`src/rtl/toggle_edge_counter_pkg.sv`:
```
// Shared definitions for toggle_edge_counter: FSM state encoding and edge-mode constants.
package toggle_edge_counter_pkg;

    typedef enum logic [1:0] {
        ST_IDLE  = 2'd0,
        ST_PRIME = 2'd1,
        ST_RUN   = 2'd2
    } state_t;

    localparam int EDGE_BOTH = 0;
    localparam int EDGE_RISE = 1;

endpackage

```
`src/rtl/toggle_edge_counter_edge_detect.sv`:
```
// Edge detector for toggle_edge_counter: optional 2-flop synchronizer (TOGGLE_CNT_SYNC_EN),
// previous-sample register and combinational edge strobe.
module tec_edge_detect
    import toggle_edge_counter_pkg::*;
#(
    parameter int EDGE_MODE = EDGE_BOTH
) (
    input  logic clk,
    input  logic rst,
    input  logic q_in,
    input  logic load,
    output logic edge_pulse
);

    logic q_s;
    logic q_d_reg;

`ifdef TOGGLE_CNT_SYNC_EN
    logic [1:0] sync_reg;

    always_ff @(posedge clk or negedge rst) begin
        if (!rst) begin
            sync_reg <= 2'b00;
        end else begin
            sync_reg <= {sync_reg[0], q_in};
        end
    end

    assign q_s = sync_reg[1];
`else
    assign q_s = q_in;
`endif

    // q_d only follows q_s while priming or running, so a fresh enable never sees a stale edge
    always_ff @(posedge clk or negedge rst) begin
        if (!rst) begin
            q_d_reg <= 1'b0;
        end else if (load) begin
            q_d_reg <= q_s;
        end
    end

    generate
        if (EDGE_MODE == EDGE_RISE) begin : g_rise
            assign edge_pulse = q_s & ~q_d_reg;
        end else begin : g_both
            assign edge_pulse = q_s ^ q_d_reg;
        end
    endgenerate

endmodule

```
`src/rtl/toggle_edge_counter.sv`:
```
// Counts t_ff output edges over fixed WIN-cycle windows and presents each total on a
// valid/ready port with saturation and overrun flags. Optional macro: TOGGLE_CNT_SYNC_EN.
module toggle_edge_counter
    import toggle_edge_counter_pkg::*;
#(
    parameter int CNT_W     = 8,
    parameter int WIN       = 16,
    parameter int EDGE_MODE = EDGE_BOTH
) (
    input  logic             clk,
    input  logic             rst,
    input  logic             en,
    input  logic             clr,
    input  logic             q_in,
    output logic             out_valid,
    input  logic             out_ready,
    output logic [CNT_W-1:0] out_count,
    output logic             out_sat,
    output logic             overrun
);

    localparam int WIN_W = (WIN > 2) ? $clog2(WIN) : 1;
    localparam logic [WIN_W-1:0] WIN_LAST = WIN_W'(WIN - 1);

    state_t state_reg;
    state_t state_next;

    logic [CNT_W-1:0] edge_cnt_reg;
    logic [WIN_W-1:0] win_cnt_reg;
    logic             sat_flag_reg;

    logic             out_valid_reg;
    logic [CNT_W-1:0] out_count_reg;
    logic             out_sat_reg;
    logic             overrun_reg;

    logic             edge_pulse;
    logic             counting;
    logic             edge_hit;
    logic             at_max;
    logic             win_end;
    logic [CNT_W-1:0] result_count;
    logic             result_sat;

    tec_edge_detect #(
        .EDGE_MODE (EDGE_MODE)
    ) u_edge_detect (
        .clk        (clk),
        .rst        (rst),
        .q_in       (q_in),
        .load       ((state_reg == ST_PRIME) || (state_reg == ST_RUN)),
        .edge_pulse (edge_pulse)
    );

    always_ff @(posedge clk or negedge rst) begin
        if (!rst) begin
            state_reg <= ST_IDLE;
        end else begin
            state_reg <= state_next;
        end
    end

    always_comb begin
        state_next = state_reg;
        if (clr) begin
            state_next = en ? ST_PRIME : ST_IDLE;
        end else if (!en) begin
            state_next = ST_IDLE;
        end else begin
            case (state_reg)
                ST_IDLE:  state_next = ST_PRIME;
                ST_PRIME: state_next = ST_RUN;
                ST_RUN:   state_next = ST_RUN;
                default:  state_next = ST_IDLE;
            endcase
        end
    end

    // A cycle only contributes to a window if measurement continues past it
    assign counting     = (state_reg == ST_RUN) && en && !clr;
    assign edge_hit     = counting && edge_pulse;
    assign at_max       = (edge_cnt_reg == {CNT_W{1'b1}});
    assign win_end      = counting && (win_cnt_reg == WIN_LAST);
    assign result_count = (edge_hit && !at_max) ? edge_cnt_reg + CNT_W'(1) : edge_cnt_reg;
    assign result_sat   = sat_flag_reg | (edge_hit & at_max);

    always_ff @(posedge clk or negedge rst) begin
        if (!rst) begin
            edge_cnt_reg <= '0;
            win_cnt_reg  <= '0;
            sat_flag_reg <= 1'b0;
        end else if (!counting || win_end) begin
            edge_cnt_reg <= '0;
            win_cnt_reg  <= '0;
            sat_flag_reg <= 1'b0;
        end else begin
            edge_cnt_reg <= result_count;
            win_cnt_reg  <= win_cnt_reg + WIN_W'(1);
            sat_flag_reg <= result_sat;
        end
    end

    // A new result is dropped (not queued) when the previous one is still pending
    always_ff @(posedge clk or negedge rst) begin
        if (!rst) begin
            out_valid_reg <= 1'b0;
            out_count_reg <= '0;
            out_sat_reg   <= 1'b0;
            overrun_reg   <= 1'b0;
        end else if (clr) begin
            out_valid_reg <= 1'b0;
            overrun_reg   <= 1'b0;
        end else if (win_end) begin
            if (!out_valid_reg || out_ready) begin
                out_valid_reg <= 1'b1;
                out_count_reg <= result_count;
                out_sat_reg   <= result_sat;
            end else begin
                overrun_reg   <= 1'b1;
            end
        end else if (out_valid_reg && out_ready) begin
            out_valid_reg <= 1'b0;
        end
    end

    assign out_valid = out_valid_reg;
    assign out_count = out_count_reg;
    assign out_sat   = out_sat_reg;
    assign overrun   = overrun_reg;

endmodule

```
`config.mk`:
```
export PLATFORM = sky130hd
export DESIGN_NAME = toggle_edge_counter
export DESIGN_NICKNAME = d
export VERILOG_FILES = /design/src/rtl/toggle_edge_counter_pkg.sv /design/src/rtl/toggle_edge_counter_edge_detect.sv /design/src/rtl/toggle_edge_counter.sv
export SDC_FILE = /design/constraint.sdc
export NUM_CORES = 1
export LEC_CHECK = 0
export ABC_AREA = 1
export BUFFER_PORTS_ARGS = -buffer_cell sky130_fd_sc_hd__clkbuf_2
export CORE_MARGIN = 4
export CORE_UTILIZATION = 56
export CTS_CLUSTER_SIZE = 24
export DETAILED_ROUTE_END_ITERATION = 8
export HOLD_SLACK_MARGIN = 0.08
export PLACE_DENSITY = 0.78
export SYNTH_ARGS = -nofsm -noshare
export SYNTH_HDL_FRONTEND = slang
export SYNTH_SLANG_ARGS = --single-unit
```
`constraint.sdc`:
```
create_clock -name clk -period 1.75 [get_ports clk]
set_input_delay 0.0875 -clock clk [delete_from_list [all_inputs] [get_ports clk]]
set_output_delay 0.0875 -clock clk [all_outputs]
set_load 0.1 [all_outputs]
```
# Word-level counts from Yosys, hierarchy flattened
# Index checks and enable logic that the tools add are counted.
[totals]
input_bits = 6
elab_cells = 56
out_inout_bits = 11
reg_bits = 27
[op_classes]
n_eq_ne = 6
n_addsub = 2
bitwise = 4
n_reduce_logical = 20
mux = 15
[ops]
columns = ["op", "count"]
rows = [
  ["2-to-1 mux 8 bit", 2],
  ["2-to-1 mux 1 bit", 9],
  ["adder 8 x 1 -> 8 bit (second input constant)", 1],
  ["== test 8 bit (second input constant)", 1],
  ["logical AND 1 bit", 6],
  ["adder 4 x 1 -> 4 bit (second input constant)", 1],
  ["== test 4 bit (second input constant)", 1],
  ["logical NOT 1 bit", 4],
  ["2-to-1 mux 2 bit", 2],
  ["2-to-1 mux 4 bit", 1],
  ["one-hot mux 2 bit (2 select lines)", 1],
  ["AND reduction 2 bit", 2],
  ["logical OR 1 bit", 3],
  ["!= test 3 x 2 -> 1 bit (second input constant)", 1],
  ["AND reduction 3 bit", 1],
  ["nonzero test 3 bit", 1],
  ["== test 2 x 1 -> 1 bit (second input constant)", 1],
  ["== test 2 bit (second input constant)", 1],
  ["logical NOT 2 bit", 1],
  ["!= test 2 bit (second input constant)", 1],
  ["nonzero test 2 bit", 1],
  ["OR reduction 2 bit", 1],
  ["bitwise AND 1 bit", 1],
  ["inverter 1 bit", 1],
  ["other kinds (2)", 2],
]

# Longest topological paths before layout
[depth]
depth_word = 7
mapped_depth = 11
mapped_depth_nobuf = 11

# Modules after synthesis
# A second synthesis with hierarchy kept.
[hier_totals]
cells_unflattened = 165
area_unflattened_um2 = 1360.1
[by_module_without_submodules]
columns = ["mod", "n_inst", "area_per_inst_um2", "seq_area_each_um2", "cells_per_inst"]
rows = [
  ["toggle_edge_counter", 1, 1301.2, 650.6, 155],
  ["tec_edge_detect", 1, 58.8, 25.0, 10],
]

# Worst setup path after synthesis
# No wires, ideal clock.
[synth_path]
path_type = "reg2reg"
start = "reg out_valid_reg, in the netlist out_valid"
end = "reg out_count_reg[0], in the netlist out_count[0]"
path_buffers = 0
t_arrival_ns = 1.587
slack_ns = 0.096
path_stages_with_launch = 7
setup_time_ns = 0.068
t_required_ns = 1.682
synth_period_minus_slack_ns = 1.654
path_cell_list = "dfrtp_1 -> inv_1 -> nor2_1 -> nor2_4 -> inv_2 -> nand2_1 -> nand2_1"
[synth_between]
elab_chain_cells = 3
[synth_rtl]
columns = ["element", "line_no", "source"]
rows = [
  ["start: declaration", "toggle_edge_counter.sv:32", "logic out_valid_reg;"],
  ["start signal: assignment", "toggle_edge_counter.sv:106", "out_valid_reg <= 1'b0;"],
  ["start signal: assignment", "toggle_edge_counter.sv:111", "out_valid_reg <= 1'b0;"],
  ["start signal: assignment", "toggle_edge_counter.sv:115", "out_valid_reg <= 1'b1;"],
  ["logical NOT 1 bit", "toggle_edge_counter.sv:114", "if (!out_valid_reg || out_ready) begin"],
  ["logical OR 1 bit", "toggle_edge_counter.sv:114", ""],
  ["AND reduction 3 bit (no line)", "n/a", ""],
  ["end signal: assignment", "toggle_edge_counter.sv:116", "out_count_reg <= result_count;"],
  ["end: declaration", "toggle_edge_counter.sv:33", "logic [CNT_W-1:0] out_count_reg;"],
]
# Every way passes these cells.
# A chain may end at the register's enable or synchronous reset.

# Final worst setup path
[layout_path]
start = "reg state_reg[0]"
end = "reg out_count_reg[3], in the netlist out_count[3]"
[layout_between]
elab_chain_cells = 6
[layout_rtl]
columns = ["element", "line_no", "source"]
rows = [
  ["start: declaration", "toggle_edge_counter.sv:25", "state_t state_reg;"],
  ["start signal: assignment", "toggle_edge_counter.sv:59", "state_reg <= state_next;"],
  ["== test 2 bit *", "toggle_edge_counter.sv:80", "assign counting = (state_reg == ST_RUN) && en && !clr;"],
  ["logical AND 1 bit * (2 in a row)", "toggle_edge_counter.sv:80", ""],
  ["logical AND 1 bit", "toggle_edge_counter.sv:81", "assign edge_hit = counting && edge_pulse;"],
  ["logical AND 1 bit", "toggle_edge_counter.sv:84", "assign result_count = (edge_hit && !at_max) ? edge_cnt_reg + CNT_W'(1) : edge_cnt_reg;"],
  ["2-to-1 mux 8 bit", "toggle_edge_counter.sv:84", ""],
]
# Every way passes the cells marked *; elsewhere a longest branch is shown, timed or not.

==> out/results.env <==
STATUS='finished clean'
DP_SLACK_NS=0.168
POSTSYNTHREGISTERBITS=27
RELSLEWSLACK=0.566
POST_SYNTH_INST_COUNT=166
PLACEMENT.IO_BUFFERS=16
WORST_SLEW_PIN_SLEW_NS=0.651
YOSYS_WARNINGS=0
MAXIMUM_CLOCK_FREQUENCY_MHz=633
DETAIL_ROUTE.DRC_VIOLATIONS=0
LAYOUTNONFILLERINSTCOUNT=220
FLOORPLAN.ROWS=17
CRIT_PATH_START_KIND='register'
TIMING.FINAL.WS_SETUP_NS=0.169
POWERDENSITY_nW_PER_UM2=622
WORST-R2R-SETUP-SLACK_NS=0.17
FRACTION_OF_REGISTERS_WITH_ASYNC_SET_RESET=1.00
NUMBER_OF_ANTENNA_VIOLATIONS_AT_THE_FIRST_CHECK_IN_GLOBAL_ROUTING=0
WORST-ENDPOINT-REQUIRED_NS=1.98
GR_MET1_DEMAND_RESOURCE=0.260
DIE_W_UM=56.9
DRT_FIRST_ITER_VIOLATIONS=20
YOSYS.CELL_COUNT.TOP_TYPE='sky130_fd_sc_hd__nand2_1'
DRT-TOTAL-WL_UM=2650
CRITPATHCAPTURETYPE='register'
SETUP_VIOL=0
GRT.OVERFLOW.TOTAL=0
FIN_TNS_SETUP_NS=0
PLACEABLECOREAREA_UM2=2230
SYN_AVG_CELL_AREA_UM2=8.06
CTS.HTREE.LEVELS=1
INSERTION_DELAY_NS=0.32
REPORT.FINAL.HOLD_VIOL_COUNT=0
WORST-SETUP-PATH-TYPE='register to register'
MAPPEDNETLISTNETS=176
DETAIL-ROUTE-ANTENNA-NETS=0
CTS_POST_SETUP_BUFFERS_INSERTED=0
FP.DIEAREA_UM2=3240
BOUNDARYPINS=17
FLOORPLAN.INITIALDENSITY=0.599
IR_WORST_VDD_mV=0.549
DRT_PRE_ANTENNA_ITERS=4
LAYOUT_WORST_PATH_CYCLE_SHARE=0.903
GPL.FINAL_WEIGHTED_CONGESTION=0.884
TIMING.RR.END='out_count[3]'
RR_STARTPOINT='state_reg[0]'
VIAS=1128
DPL.CELL_COUNT=210
SYNTH_FLOP_CELL='sky130_fd_sc_hd__dfrtp_1'
EDFF_COUNT_SYNTH=0
DETAIL_ROUTE.WL_PER_CELL_UM=12.0
SETUP_REPAIR_AFTER_GLOBAL_ROUTING_MISSED_ITS_MARGIN='false'
CTS_TREE='built'
FINAL.HOLD.WORST_SLACK_NS=0.304
SKEW_NS=0.00532
ANTENNA_CELLS=0
NUMBER_OF_LIBRARY_CELL_TYPES_MAPPED_BY_SYNTHESIS=23
SYNTH_AREA_LEADER_CELL='sky130_fd_sc_hd__dfrtp_1'
GRT-BUSIEST-LAYER='met2'
DRIVE_GT1_FRAC=0.172
DIE-HEIGHT_UM=56.9
SYNTH.TOP_CELL.AREA_SHARE=0.505
GRT_USAGE=0.187
CLK_TRANSITION_REPORTED_PATHS_NS=0.14
CTS-ROOT-BUF='sky130_fd_sc_hd__clkbuf_4'
SLEW_VIOL_FINAL=0
SYNTHTOPCELLSBYAREA='sky130_fd_sc_hd__dfrtp_1 50%, sky130_fd_sc_hd__nand2_1 18%, sky130_fd_sc_hd__inv_1 4.8%'
FINISH.UTILIZATION=0.692
CTS-BUFFERS-INSERTED=3
CLOCK_SINK_COUNT=27
GRT_PASS1_VIAS=1125
N_FILL_CELL=188
LAYOUT.NETS=203
TIMING.MAX_CAP.VIOLATIONS=0
GRT_FIRST_PASS_WIRELENGTH_UM=4860
POWER_LEAKAGE_uW=0.000815
SYNTHTOPCELLSBYCOUNT='65 x sky130_fd_sc_hd__nand2_1, 27 x sky130_fd_sc_hd__dfrtp_1, 17 x sky130_fd_sc_hd__inv_1, 14 x sky130_fd_sc_hd__nor2_1, 7 x sky130_fd_sc_hd__nand3_1'
ROUTED_VIA_DENSITY=5.13
GRTUSAGEMET3=0.0322
SEQ_AREA_FRAC_SYNTH=0.505
FF2FF_PATH_DEPTH=11
GRT_MAX_DEGREE=28
CLOCK_PATH_BUFFERS=2
POST_SYNTHESIS_CELL_AREA_UM2=1340
CP_DATA_ARRIVAL_TIME_NS=1.81
HPWLAFTERDP_UM=1960
AREA_DELTA_SYNTH_FINAL_PCT=15.4
MIN_PATH_TYPE='primary input to async pin'
PERIOD_MINUS_SLACK_NS=1.58
CRITICAL_PATH_PEAK_FANOUT=7
MET2_USAGE=0.295
-- per-layer routing --
metal | part of all wire | vias to the layer above
li1 | - | 567
met1 | 0.45 | 520
met2 | 0.47 | 33
met3 | 0.052 | 8
met4 | 0.019 | 0
met5 | 0 | -
-- through the flow --
step	total power, uW	area [um^2]
2_1_floorplan	669	1340
5_1_grt	1010	1550
3_5_place_dp	694	1450
3_3_place_gp	692	1450
6_report	961	1550
4_1_cts	972	1540
-- critical path: stages, from the launching register on --
cell and delay, ns:
sky130_fd_sc_hd__dfrtp_1 0.38, sky130_fd_sc_hd__inv_1 0.07, sky130_fd_sc_hd__ha_1 0.16, sky130_fd_sc_hd__nand2_1 0.07, sky130_fd_sc_hd__nor2_2 0.12, sky130_fd_sc_hd__nand2_1 0.14, sky130_fd_sc_hd__inv_1 0.16, sky130_fd_sc_hd__nand2_4 0.11
sky130_fd_sc_hd__nand2_2 0.08, sky130_fd_sc_hd__nand2_1 0.06, sky130_fd_sc_hd__nand2_1 0.07, sky130_fd_sc_hd__nand2_1 0.05
-- layout make-up --
class / count / area (um^2) / area share
tap: 28 / 35.0 / 0.0227
timing repair buffer: 22 / 140 / 0.0907
multi-input combinational: 120 / 597 / 0.386
sequential: 27 / 676 / 0.437
inverter: 19 / 71.3 / 0.0462
clock buffer: 4 / 26.3 / 0.0170
-- layout by cell type, fill, tap and decap left out, drive strengths merged --
cell,instances
nand2,72
xor2,1
nor3b,1
clkbuf,20
a21oi,6
a32o,1
o21ai,3
dfrtp,27
nand4,1
inv,19
ha,4
xnor2,2
and2,1
nand3,8
o21bai,1
nor2,18
o21a,1
dlygate4sd3,6
-- worst max-delay path by stage --
stage	start	end	slack, ns	depth (start not counted)
after floorplan	out_valid	out_count[0]	0.1	6
after global placement	win_cnt_reg[0]	edge_cnt_reg[5]	0.18	6
after detailed placement	state_reg[0]	out_count[3]	0.17	10
after CTS	state_reg[0]	out_count[3]	0.14	10
after global routing	win_cnt_reg[0]	out_count[1]	0.007	8
final	state_reg[0]	out_count[3]	0.17	11
-- timing repair --
| action | CTS | global route |
|---|---|---|
| endpoints found under the setup margin | 0 | 5 |
| resized for setup | 0 | 2 |
| hold endpoints to repair | 32 | 0 |
| hold buffers | 6 | 0 |
-- cell families (layout without fill, tap and decap cells) --
logic type,after synthesis,after routing,share of synthesized area
flops,27,27,0.505
simple gates,101,101,0.333
buf+inv,19,45,0.0533
fa+ha+maj,4,4,0.0374
xor+xnor,3,3,0.0196
compound gates,12,12,0.0523
-- report_power, final --
| part | internal (uW) | leakage, uW | switching [uW] |
|---|---|---|---|
| logic | 23.1 | 0.000427 | 33.5 |
| registers | 632 | 0.000373 | 3.39 |
| clock network | 89.2 | 0.0000150 | 180 |
Power figures use the tool's default switching activity.
